File: src/rtl/imx_arb.sv
// imx_arb: two-master arbiter in front of the core-bridge unit (CBU).
// Grants the fetch (I) or load/store (D) IMX port one at a time, muxes
// the granted request onto the CBU and steers the response back. Every
// grant ends in IDLE, which leaves a dead cycle between masters. A
// per-grant timeout turns a hung transfer into an error.
// Optional feature macro: IMX_ARB_RR_EN selects round-robin tie-break
// (otherwise fixed priority, D side wins).
module imx_arb #(
   parameter int dw     = 32,
   parameter int aw     = 32,
   parameter int TO_CYC = 255,
   parameter int TOW    = 8
) (
   input  logic          clk,
   input  logic          rst,
   // fetch port
   input  logic [aw-1:0] iimx_adr_i,
   input  logic [dw-1:0] iimx_dat_i,
   input  logic          iimx_rqt_i,
   input  logic          iimx_we_i,
   input  logic [3:0]    iimx_sel_i,
   output logic          iimx_ack_o,
   output logic          iimx_err_o,
   output logic [dw-1:0] iimx_dat_o,
   output logic [aw-1:0] iimx_adr_o,
   // load/store port
   input  logic [aw-1:0] dimx_adr_i,
   input  logic [dw-1:0] dimx_dat_i,
   input  logic          dimx_rqt_i,
   input  logic          dimx_we_i,
   input  logic [3:0]    dimx_sel_i,
   output logic          dimx_ack_o,
   output logic          dimx_err_o,
   output logic [dw-1:0] dimx_dat_o,
   output logic [aw-1:0] dimx_adr_o,
   // CBU port
   output logic [aw-1:0] cbu_adr_o,
   output logic [dw-1:0] cbu_dat_o,
   output logic          cbu_rqt_o,
   output logic          cbu_we_o,
   output logic [3:0]    cbu_sel_o,
   input  logic          cbu_ack_i,
   input  logic          cbu_err_i,
   input  logic [dw-1:0] cbu_dat_i,
   input  logic [aw-1:0] cbu_adr_i
);

   typedef enum logic [1:0] {IDLE, GNT_I, GNT_D} state_t;

   state_t         state, state_nxt;
   logic [TOW-1:0] to_cnt;
   logic           pick_d;     // IDLE winner is the D side
   logic           any_rqt;
   logic           x_rqt;      // request line of the granted master
   logic [aw-1:0]  x_adr;      // address of the granted master
   logic           rsp_hit;    // response that belongs to the granted transfer
   logic           to_exp;     // last cycle the grant may wait for a response

   assign any_rqt = iimx_rqt_i | dimx_rqt_i;

`ifdef IMX_ARB_RR_EN
   logic last;                 // 1 = D was granted last, 0 = I

   // remember the side granted on each arbitration
   always_ff @(posedge clk) begin
      if (rst)                          last <= 1'b0;
      else if (state == IDLE && any_rqt) last <= pick_d;
   end

   // on a tie the side not granted last wins
   assign pick_d = dimx_rqt_i & (~iimx_rqt_i | ~last);
`else
   // fixed priority: D wins any tie
   assign pick_d = dimx_rqt_i;
`endif

   assign x_rqt   = (state == GNT_I) ? iimx_rqt_i :
                    (state == GNT_D) ? dimx_rqt_i : 1'b0;
   assign x_adr   = (state == GNT_D) ? dimx_adr_i : iimx_adr_i;
   assign rsp_hit = (cbu_ack_i | cbu_err_i) && (cbu_adr_i == x_adr);
   assign to_exp  = (to_cnt == TOW'(TO_CYC - 1));

   // state register
   always_ff @(posedge clk) begin
      if (rst) state <= IDLE;
      else     state <= state_nxt;
   end

   // timeout counter: cleared while idle, counts grant cycles without a response
   always_ff @(posedge clk) begin
      if (rst || state == IDLE) to_cnt <= '0;
      else if (!rsp_hit)        to_cnt <= to_cnt + 1'b1;
   end

   // next state: arbitrate in IDLE, release on response, cancel or timeout
   always_comb begin
      state_nxt = state;
      case (state)
         IDLE:    if (any_rqt) state_nxt = pick_d ? GNT_D : GNT_I;
         GNT_I,
         GNT_D:   if (!x_rqt || rsp_hit || to_exp) state_nxt = IDLE;
         default: state_nxt = IDLE;
      endcase
   end

   // outputs: request mux to CBU and response steering to the granted master
   always_comb begin
      cbu_adr_o  = '0;
      cbu_dat_o  = '0;
      cbu_rqt_o  = 1'b0;
      cbu_we_o   = 1'b0;
      cbu_sel_o  = '0;
      iimx_ack_o = 1'b0;
      iimx_err_o = 1'b0;
      dimx_ack_o = 1'b0;
      dimx_err_o = 1'b0;
      case (state)
         GNT_I: begin
            cbu_adr_o  = iimx_adr_i;
            cbu_dat_o  = iimx_dat_i;
            cbu_rqt_o  = iimx_rqt_i;
            cbu_we_o   = iimx_we_i;
            cbu_sel_o  = iimx_sel_i;
            // a cancelled request forwards nothing; a response beats expiry
            iimx_ack_o = ~rst & iimx_rqt_i & rsp_hit & cbu_ack_i;
            iimx_err_o = ~rst & iimx_rqt_i & ((rsp_hit & cbu_err_i) | (~rsp_hit & to_exp));
         end
         GNT_D: begin
            cbu_adr_o  = dimx_adr_i;
            cbu_dat_o  = dimx_dat_i;
            cbu_rqt_o  = dimx_rqt_i;
            cbu_we_o   = dimx_we_i;
            cbu_sel_o  = dimx_sel_i;
            dimx_ack_o = ~rst & dimx_rqt_i & rsp_hit & cbu_ack_i;
            dimx_err_o = ~rst & dimx_rqt_i & ((rsp_hit & cbu_err_i) | (~rsp_hit & to_exp));
         end
         default: ;
      endcase
   end

   // response data/address go to both masters; qualified by ack/err only
   assign iimx_dat_o = cbu_dat_i;
   assign iimx_adr_o = cbu_adr_i;
   assign dimx_dat_o = cbu_dat_i;
   assign dimx_adr_o = cbu_adr_i;

endmodule

File: config.mk
export PLATFORM = sky130hd
export DESIGN_NAME = imx_arb
export DESIGN_NICKNAME = d
export VERILOG_FILES = /design/src/rtl/imx_arb.sv
export SDC_FILE = /design/constraint.sdc
export NUM_CORES = 1
export LEC_CHECK = 0
export ABC_AREA = 1
export BUFFER_PORTS_ARGS = -buffer_cell sky130_fd_sc_hd__buf_2
export CAP_MARGIN = 20
export CORE_AREA = 4 4 155 157
export CTS_BUF_LIST = sky130_fd_sc_hd__clkbuf_2
export DETAILED_ROUTE_END_ITERATION = 7
export DIE_AREA = 0 0 159 161
export PLACE_DENSITY = 0.53
export SYNTH_ARGS = -nofsm -noshare
export SYNTH_HDL_FRONTEND = slang
export SYNTH_SLANG_ARGS = --single-unit
File: constraint.sdc
create_clock -name clk -period 5 [get_ports clk]
set_input_delay 0.5 -clock clk [delete_from_list [all_inputs] [get_ports clk]]
set_output_delay 0.5 -clock clk [all_outputs]
set_load 0.1 [all_outputs]
==> results of run 1 <==
==> layout make-up <==
| type | count | area share |
|---|---|---|
| Antenna cell | 2 | 0.001042 |
| Multi-Input combinational cell | 529 | 0.5120 |
| Timing Repair Buffer | 315 | 0.3293 |
| Tap cell | 285 | 0.07426 |
| Clock buffer | 3 | 0.003127 |
| Sequential cell | 10 | 0.04169 |
| Inverter | 48 | 0.03856 |
==> worst max-delay path, cell delays in order (launching register included) <==
cell     delay [ps]
dfxtp_1         350
inv_1           160
ha_2            700
inv_6           220
nand2_1         110
nand2_1          60
xnor2_1         260
nand3_1         120
nor3_1          250
nand3_1         110
nor2_1          210
nand2_1         110
nor2_1          100
buf_2           430
==> flip-flops by register name (all words and copies together) (netlist names) <==
signal  count
to_cnt      8
state       2
==> per-layer routing <==
metal  GRT usage  vias to the layer above
li1            -                     2558
met1      0.1621                     2213
met2      0.2851                      257
met3     0.04491                       35
met4     0.02959                        6
met5           0                        -
==> cells in the final DEF, fill, tap and decap left out, types with 3 or more instances in the layout <==
cell / n
clkbuf_2: 3
nand2_1: 302
nor3_1: 6
xor2_1: 3
inv_1: 46
dfxtp_1: 10
buf_2: 313
nand4_1: 13
nor2_1: 29
a21oi_1: 79
nor2_2: 4
nand2_2: 4
nand3b_1: 3
o21ai_0: 6
xnor2_2: 4
ha_1: 3
nand3_1: 54
==> worst paths after layout <==
| path | end | startpoint | cells after the start | slack (ps) |
|---|---|---|---|---|
| setup / recovery | dimx_ack_o | state[0] | 13 | 1010 |
| hold / removal | state[1] | rst | 2 | 420 |
| setup reg to reg | to_cnt[5] | state[0] | 13 | 2090 |
| hold reg to reg | to_cnt[4] | to_cnt[4] | 1 | 480 |
==> power groups by stage <==
| stage | clock (mW) | sequential [mW] | combinational [mW] |
|---|---|---|---|
| after floorplan | 0 | 0.0861 | 0.960 |
| after global placement | 0 | 0.0872 | 0.901 |
| after detailed placement | 0 | 0.0875 | 0.904 |
| after CTS | 0.0475 | 0.0857 | 0.906 |
| after global routing | 0.0534 | 0.0862 | 0.959 |
| final | 0.0465 | 0.0857 | 0.894 |
==> stage by stage <==
stage | utilization | setup slack [ps] | hold WS (ps) | area (µm²)
final | 0.2134 | 1005 | 418.9 | 4802
after global routing | 0.2134 | 544.9 | 396.7 | 4802
after CTS | 0.2132 | 912.1 | 414.0 | 4797
after detailed placement | 0.2125 | 1239 | 453.0 | 4782
after global placement | 0.2125 | 1330 | 451.1 | 4782
after floorplan | - | 1478 | 440.7 | 3929
==> cells by family after synthesis <==
kind of cell    share of synthesized area
compound gates                     0.1223
buf+inv                            0.3303
xor+xnor                          0.02962
flops                             0.05095
simple gates                       0.4478
fa+ha+maj                         0.01911
==> summary.txt, run 1 <==
Outcome
  – Outcome: complete, no violations

Route
  – Post-route ant nets: 0
  – Routed wire length: 20750 µm
  – WL/cell: approximately 17 µm
  – DR vias: around 5100
  – WL met1: 7798 µm
  – Met3 Routed Length: 1706 µm
  – Router iterations before antenna repair: 4
  – Met2 Wirelength: between 10000 and 15000 µm
  – DRT iter0 DRCs: about 240
  – Vias per inst: between 4 and 5
  – DRC Markers: 0
  – Top Layer Used: met5

Final layout
  – NumNets Final: 1121
  – Layout cells sized above 1: 0.3746
  – Fin cells: 1192
  – Area delta synth->final: 22.23%
  – Register area: ~200 µm²
  – Multi-input logic area: 2459 µm²
  – Fillers: between 2000 and 3000

Synthesis
  – Synth area leaders: nand2_1 (29%), buf_4 (25%), a21oi_1 (10%), nand3_1 (6.9%), dfxtp_1 (5.1%)
  – Cells after Synth: 744
  – Yosys cell types: 35
  – Main synth FF type: dfxtp_1
  – Avg Cell Area, Syn: between 5 and 6 µm²
  – Register area share after synthesis: 0.05096
  – Synthesized netlist net count: approximately 960
  – Post-synth top cells: nand2_1 (302), buf_4 (129), a21oi_1 (79), nand3_1 (54), inv_1 (46)
  – Synth top area share: 0.2885
  – Post-synthesis register bit count: 10
  – Post-synth top area cell: nand2_1
  – Number of synthesized flops with an enable pin: 0
  – Top-count cell post-synth: nand2_1
  – Asr flop ratio synth: 0
  – Synth warn: 0
  – Cell Area, Synth: 3929 µm²

Floorplanning
  – Starting density of the core: 0.1746
  – Cell Rows: 55
  – Core Area: 22500 µm²
  – Ports: 410
  – Die height: about 160 µm
  – DIE AREA: 25600 µm²
  – Chip Width: 159 µm

STA
  – Min cycle time layout: between 3000 and 4000 ps
  – Final slew viol count: 0
  – Slew @ Worst Pin: about 840 ps
  – Final hold viol count: 0
  – Tcrit/Tclk final: 0.7989
  – TNS Setup: 0 ps
  – RSZ-0062 raised after global routing: no
  – Setup Viol. Count Final: 0
  – Final Skew: between 6 and 7 ps
  – Fmax: 250.3 MHz
  – Slew Limit Headroom: 0.4371

GRT
  – Largest net degree at the start of global routing: 73
  – Total gr overflow: 0
  – Gr usage total: 0.1488
  – First-pass GRT wire length: 29660 µm
  – Antenna violations before repair: 8
  – Vias in the first global route: 4820

Clocking
  – CTS tree: built
  – Longest Clk Path Bufs: 2
  – Clock-pin slew on the worst setup and hold paths: roughly 110 ps
  – Clk_lat worst skew: 260 ps
  – Post-CTS Setup Repair Bufs: 0
  – CTS Buf Count: 3
  – Clock root buffer: clkbuf_2
  – H-tree lvl count: 1
  – CTS resizes: 0
  – Number of hold buffers added after cts: 0
  – Clock sinks: 10

Pwr
  – Pwr per Cell Area: 213.7 nW/µm²
  – Total power: about 1 mW
  – Leak: 2.615 nW
  – Switch Pwr: approximately 0.75 mW
  – Comb pwr share: 0.871
  – Part of the power in registers: 0.084
  – Clock share of power: 0.045
  – Switching Fraction: 0.7319
  – P_int: 0.2751 mW
  – VDD IR-drop max: about 81 µV

Worst setup path
  – Worst setup EP type: output port
  – Critical Path AT: around 3500 ps
  – WS Path Type: flip-flop to output port
  – Peak fanout along the critical path: 37
  – Startpoint types: flip-flop
  – Critical path required time: approximately 4500 ps

Flow run
  – Max Cap Viol: 0

Place
  – PortBufs: 313
  – Placed Cells: 1187
  – Routability cong.: about 0.83
  – Final HPWL DP: 17920 µm

Worst hold path
  – HP Class: input port to flip-flop
(Power assumes the default switching activity.)
==> run 2: changes to the inputs <==
- CORE_AREA: 4 4 155 157 -> 4 4 157 159
- DIE_AREA: 0 0 159 161 -> 0 0 161 163
- PLACE_DENSITY: 0.53 -> 0.52
- clock period: 5 -> 4 ns (I/O delays scaled with it)
==> summary.txt, run 2 (synthesis gave the netlist of run 1 again) <==
Clocking
  – Clock sinks: 10
  – H-tree lvl count: 1
  – Number of hold buffers added after cts: 0
  – Clock root buffer: clkbuf_2
  – CTS tree: built
  – CTS resizes: 0
  – CTS Buf Count: 3
  – Longest Clk Path Bufs: 2
  – Clk_lat worst skew: about 270 ps
  – Post-CTS Setup Repair Bufs: 0
  – Clock-pin slew on the worst setup and hold paths: 120 ps

Pwr
  – Pwr per Cell Area: about 270 nW/µm²
  – Clock share of power: 0.047
  – Total power: 1.295 mW
  – Part of the power in registers: 0.083
  – VDD IR-drop max: approximately 110 µV
  – Leak: about 2.6 nW
  – Comb pwr share: 0.871
  – P_int: about 0.35 mW
  – Switch Pwr: 0.9486 mW
  – Switching Fraction: 0.7327

Route
  – WL/cell: 16.09 µm
  – DR vias: 5040
  – DRT iter0 DRCs: between 200 and 250
  – Post-route ant nets: 0
  – Router iterations before antenna repair: 5
  – Vias per inst: 4.111
  – Routed wire length: 19730 µm
  – DRC Markers: 0

Place
  – Routability cong.: ~0.87
  – Final HPWL DP: around 17000 µm
  – PortBufs: 313

Final layout
  – Max reg flops: 8
  – Largest regs: to_cnt x8, state x2
  – Area delta synth->final: 24.24%
  – Final core occ: 0.2098
  – Ant diodes: 0
  – Most common cell after layout, fill and taps aside: buf_2
  – Layout cells sized above 1: 0.3749
  – Commonest non-fill, non-tap cells in the layout: buf_2 (311), nand2_1 (302), a21oi_1 (79)
  – NumNets Final: between 1000 and 1500
  – Top reg by flops: to_cnt

Floorplanning
  – Die height: 163 µm
  – Cell Rows: 56
  – DIE AREA: between 20000 and 30000 µm²
  – Starting density of the core: 0.1689
  – Ports: 410
  – Chip Width: between 150 and 200 µm
  – Core Area: ~23000 µm²

Worst hold path
  – Hold Path Stages: 2
  – HP Class: input port to flip-flop
  – Min-Delay Startpoint: rst
  – Worst hold path endpoint: state[1]

STA
  – RSZ-0062 raised after global routing: no
  – Slew Limit Headroom: 0.3480
  – Final slew viol count: 0
  – Min cycle time layout: ~3600 ps
  – Setup Viol. Count Final: 0
  – Fmax: 275.8 MHz
  – Slew @ Worst Pin: approximately 1000 ps
  – Tcrit/Tclk final: 0.9064
  – Final hold viol count: 0
  – Final Skew: approximately 9.5 ps
  – TNS Setup: 0 ps

GRT
  – Gr usage total: 0.1375
  – GR Util met3: 0.02480
  – First-pass GRT wire length: about 28000 µm
  – Vias in the first global route: about 4800
  – Busiest grt layer: met2
  – Largest net degree at the start of global routing: 73
  – M1 GR Usage: 0.1637
  – Antenna violations before repair: 0
  – M2 GR Usage: 0.2627
  – Total gr overflow: 0

Worst setup path
  – CP Cell Sequence: inv_1 -> ha_2 -> buf_4 -> nand2_1 -> nand3_1 -> nand4_1 -> nor2_1 -> nand2_1 -> nor2_2 -> nand3_4 -> nand2_1 -> o21ai_0 -> nor2_1 -> buf_2
  – Max stage delay on crit path: 430 ps
  – Worst path most repeated cell: nand2_1
  – Worst setup EP type: output port
  – Worst setup startpoint: state[0]
  – Peak fanout along the critical path: 32
  – R2R setup slack: around 1400 ps
  – Critical Path AT: between 3000 and 4000 ps
  – Critical path required time: approximately 3600 ps
  – Startpoint types: flip-flop
  – Crit-path slowest cell: buf_2
  – WS Path Type: flip-flop to output port
  – Reg2reg path depth: 13
  – Reg2reg end: to_cnt[3]
  – Worst r2r src: state[0]

Flow run
  – Max Cap Viol: 0

Outcome
  – Outcome: complete, no violations
## run 2: changes by cell type in the layout (fill, tap and decap cells not counted)
cell / before / now
diode_2: 2 / 0
buf_2: 313 / 311
clkinv_1: 0 / 1
buf_12: 0 / 2
buf_4: 2 / 3
## run 2: power by group through the flow
stage	Combinational, mW	Clock [mW]	Sequential, mW
detailed placement	1.14	0	0.109
global route	1.20	0.0672	0.108
floorplan	1.20	0	0.108
finish	1.13	0.0605	0.107
CTS	1.14	0.0612	0.107
global placement	1.14	0	0.109
## run 2: final cells by class
| type | instances | area [µm²] |
|---|---|---|
| Clock inverter | 1 | 3.754 |
| Inverter | 48 | 185.2 |
| Multi-Input combinational cell | 529 | 2459 |
| Sequential cell | 10 | 200.2 |
| Tap cell | 319 | 399.1 |
| Timing Repair Buffer | 316 | 1619 |
| Fill cell | 2793 | 18380 |
| Clock buffer | 3 | 15.01 |
## run 2: critical path, delay by kind of cell, from the launching register on
kind / cells / cell delay (ps)
adder cells (fa/ha/maj): 1 / 310
AO/OA/AOI/OAI: 1 / 110
flip-flops: 1 / 360
AND/OR/NAND/NOR: 9 / 1170
buffers and inverters: 3 / 980
## run 2: worst max path at each step
stage | slack (ps) | endpoint | depth (start not counted)
6_report | 370 | iimx_err_o | 14
2_1_floorplan | 580 | dimx_err_o | 14
3_3_place_gp | 700 | iimx_err_o | 15
5_1_grt | 140 | dimx_err_o | 14
3_5_place_dp | 670 | iimx_err_o | 14
4_1_cts | 340 | iimx_err_o | 14
## run 2: routing by layer
| layer | up-vias | routed length [µm] |
|---|---|---|
| li1 | 2560 | - |
| met1 | 2180 | 8112 |
| met2 | 273 | 9916 |
| met3 | 27 | 1415 |
| met4 | 0 | 286 |
| met5 | - | 0 |
## run 2: metrics by stage
| step | instances | setup WS (ps) | hold slack, ps | instance area [µm²] |
|---|---|---|---|---|
| final | 1226 | 374.3 | 301.7 | 4881 |
| after detailed placement | 1222 | 674.2 | 458.5 | 4862 |
| after global routing | 1226 | 143.8 | 307.5 | 4881 |
| after floorplan | 744 | 578.0 | 440.7 | 3929 |
| after global placement | 1222 | 698.8 | 451.8 | 4862 |
| after CTS | 1226 | 342.5 | 300.9 | 4881 |
==> run 3: changes to the inputs <==
- ABC_AREA: 1 -> unset
- CORE_AREA: 4 4 157 159 -> 4 4 155 157
- DIE_AREA: 0 0 161 163 -> 0 0 159 161
- PLACE_DENSITY: 0.52 -> 0.5
- clock period: 4 -> 4.2 ns (I/O delays scaled with it)
==> summary.txt, run 3 <==
Floorplanning
  – Die height: 161 µm
  – Cell Rows: between 50 and 60
  – DIE AREA: approximately 26000 µm²
  – Chip Width: 159 µm
  – Starting density of the core: 0.1521
  – Ports: 410
  – Core Area: 22500 µm²

Worst hold path
  – Hold Path Stages: 2
  – Min-Delay Startpoint: rst
  – HP Class: input port to flip-flop
  – Worst hold path endpoint: state[0]

Route
  – Router iterations before antenna repair: 4
  – Routed wire length: 16400 µm
  – DR vias: ~3800
  – Post-route ant nets: 0
  – Vias per inst: 4.180
  – WL/cell: ~18 µm
  – DRT iter0 DRCs: approximately 180
  – DRC Markers: 0

Synthesis
  – Post-synth top cells: buf_4 (129), a22oi_1 (69), nor2b_1 (69), mux2i_1 (33), xnor2_1 (30)
  – Top-count cell post-synth: buf_4
  – Post-synthesis register bit count: 10
  – Synthesized netlist net count: around 670
  – Register area share after synthesis: 0.05848
  – Yosys cell types: between 40 and 50
  – Asr flop ratio synth: 0
  – Cell Area, Synth: between 3000 and 4000 µm²
  – Synth top area share: 0.2829
  – Post-synth top area cell: buf_4
  – Synth warn: 0
  – Number of synthesized flops with an enable pin: 0
  – Main synth FF type: dfxtp_1
  – Cells after Synth: between 400 and 500
  – Avg Cell Area, Syn: 7.458 µm²
  – Synth area leaders: buf_4 (28%), a22oi_1 (15%), nor2b_1 (13%), mux2i_1 (9.6%), xnor2_1 (7.7%)

Worst setup path
  – WS Path Type: flip-flop to output port
  – Worst path most repeated cell: mux2i_1
  – Max stage delay on crit path: about 400 ps
  – Reg2reg path depth: 10
  – Reg2reg end: state[1]
  – R2R setup slack: roughly 1100 ps
  – Critical path required time: 3780 ps
  – Worst r2r src: state[0]
  – Crit-path slowest cell: or2_1
  – Startpoint types: flip-flop
  – Peak fanout along the critical path: 14
  – CP Cell Sequence: inv_1 -> ha_4 -> buf_4 -> mux2i_1 -> xnor2_1 -> nor4_1 -> nand4_1 -> or2_1 -> mux2i_1 -> nor2_1 -> buf_12
  – Critical Path AT: about 3400 ps
  – Worst setup EP type: output port

Final layout
  – Final core occ: 0.1976
  – Largest regs: to_cnt x8, state x2
  – Fin cells: roughly 900
  – NumNets Final: 842
  – Fillers: ~2500
  – Ant diodes: 0
  – Max reg flops: 8
  – Post-layout instance area: between 4000 and 5000 µm²
  – Top reg by flops: to_cnt
  – Area delta synth->final: 29.90%
  – Most common cell after layout, fill and taps aside: buf_2
  – Commonest non-fill, non-tap cells in the layout: buf_2 (309), a22oi_1 (69), nor2b_1 (69)
  – Layout cells sized above 1: 0.5375

STA
  – Worst hold slack: about 400 ps
  – Fmax: 260.7 MHz
  – TNS Setup: 0 ps
  – Slew Limit Headroom: 0.4647
  – Final hold viol count: 0
  – Setup Viol. Count Final: 0
  – Min cycle time layout: 3836 ps
  – Final Skew: about 15 ps
  – Final slew viol count: 0
  – Slew @ Worst Pin: roughly 800 ps
  – Fin worst setup slack: 364.2 ps
  – Tcrit/Tclk final: 0.9133
  – RSZ-0062 raised after global routing: no

Clocking
  – Clock-pin slew on the worst setup and hold paths: 130 ps
  – Clk_lat worst skew: 280 ps
  – CTS tree: built
  – Longest Clk Path Bufs: 2
  – Post-CTS Setup Repair Bufs: 0
  – Number of hold buffers added after cts: 0
  – Clock sinks: 10
  – CTS Buf Count: 3
  – Clock root buffer: clkbuf_2
  – H-tree lvl count: 1

Place
  – Placed Cells: slightly above 900
  – Final HPWL DP: about 14000 µm
  – Post-DP Area: about 4400 µm²
  – Routability cong.: ~0.81
  – Setup WS pre-CTS: 516.8 ps
  – PortBufs: 313

Pwr
  – VDD IR-drop max: 108.4 µV
  – Total power: between 1 and 1.5 mW
  – Pwr per Cell Area: ~250 nW/µm²
  – Leak: 2.006 nW

GRT
  – Antenna violations before repair: 2
  – Total gr overflow: 0
  – Largest net degree at the start of global routing: between 70 and 80
  – M2 GR Usage: 0.2033
  – Vias in the first global route: 3768
  – Gr usage total: 0.1159
  – Busiest grt layer: met2
  – GR Util met3: 0.02934
  – First-pass GRT wire length: about 23000 µm
  – M1 GR Usage: 0.1464

Outcome
  – Outcome: complete, no violations

Flow run
  – Max Cap Viol: 0
run 3: cell types whose count changed after synthesis, moves of 33 or more:
cell     change
a21oi_1     -74
nand3_1     -50
nand2_1    -296
a22oi_1     +69
nor2b_1     +69
inv_1       -38
mux2i_1     +33
run 3: cells by family after synthesis:
group                    Yosys count  synth area share
buffers and inverters            165            0.3297
AND/OR/NAND/NOR                  117            0.2032
AO/OA/AOI/OAI                     91            0.1941
XOR/XNOR                          35           0.08955
multiplexers                      35            0.1031
flip-flops                        10           0.05848
adder cells (fa/ha/maj)            6           0.02193
run 3: worst max path at each step:
stage          startpoint    endpoint  depth (start not counted)
2_1_floorplan    state[0]  iimx_err_o                         10
3_3_place_gp     state[0]  iimx_err_o                         10
3_5_place_dp     state[0]  iimx_err_o                         10
4_1_cts          state[0]  iimx_err_o                         10
5_1_grt          state[0]  iimx_err_o                         10
6_report         state[0]  iimx_err_o                         11
run 3: final cells by class:
cell class,count,area [µm²],share of cell area
tap,285,356.6,0.08019
multi-input combinational,284,2135,0.4800
timing repair buffer,321,1707,0.3838
inverter,8,30.03,0.006753
sequential,10,200.2,0.04502
clock buffer,3,15.01,0.003376
clock inverter,1,3.754,0.0008441
run 3: report_power, final:
| part | internal [mW] | total (mW) | switching (mW) | leakage (nW) |
|---|---|---|---|---|
| Combinational | 0.242 | 0.930 | 0.689 | 1.91 |
| Clock | 0.0207 | 0.0602 | 0.0395 | 0.0140 |
| Sequential | 0.0975 | 0.101 | 0.00307 | 0.0811 |
run 3: timing repair:
action,CTS,global route
endpoints found under the setup margin,0,2
resized for setup,0,1
hold endpoints to repair,0,0
run 3: worst max-delay path, delay by kind of cell (launching register included):
| family | cells | cell delay, ps |
|---|---|---|
| flops | 1 | 340 |
| xor+xnor | 1 | 80 |
| fa+ha+maj | 1 | 360 |
| mux | 2 | 380 |
| buf+inv | 3 | 630 |
| simple gates | 4 | 1320 |
run 3: routing by layer:
metal	routed length, µm	share of wire
met1	6685	0.41
met3	1385	0.084
met2	8069	0.49
met5	7	0.00043
met4	250	0.015
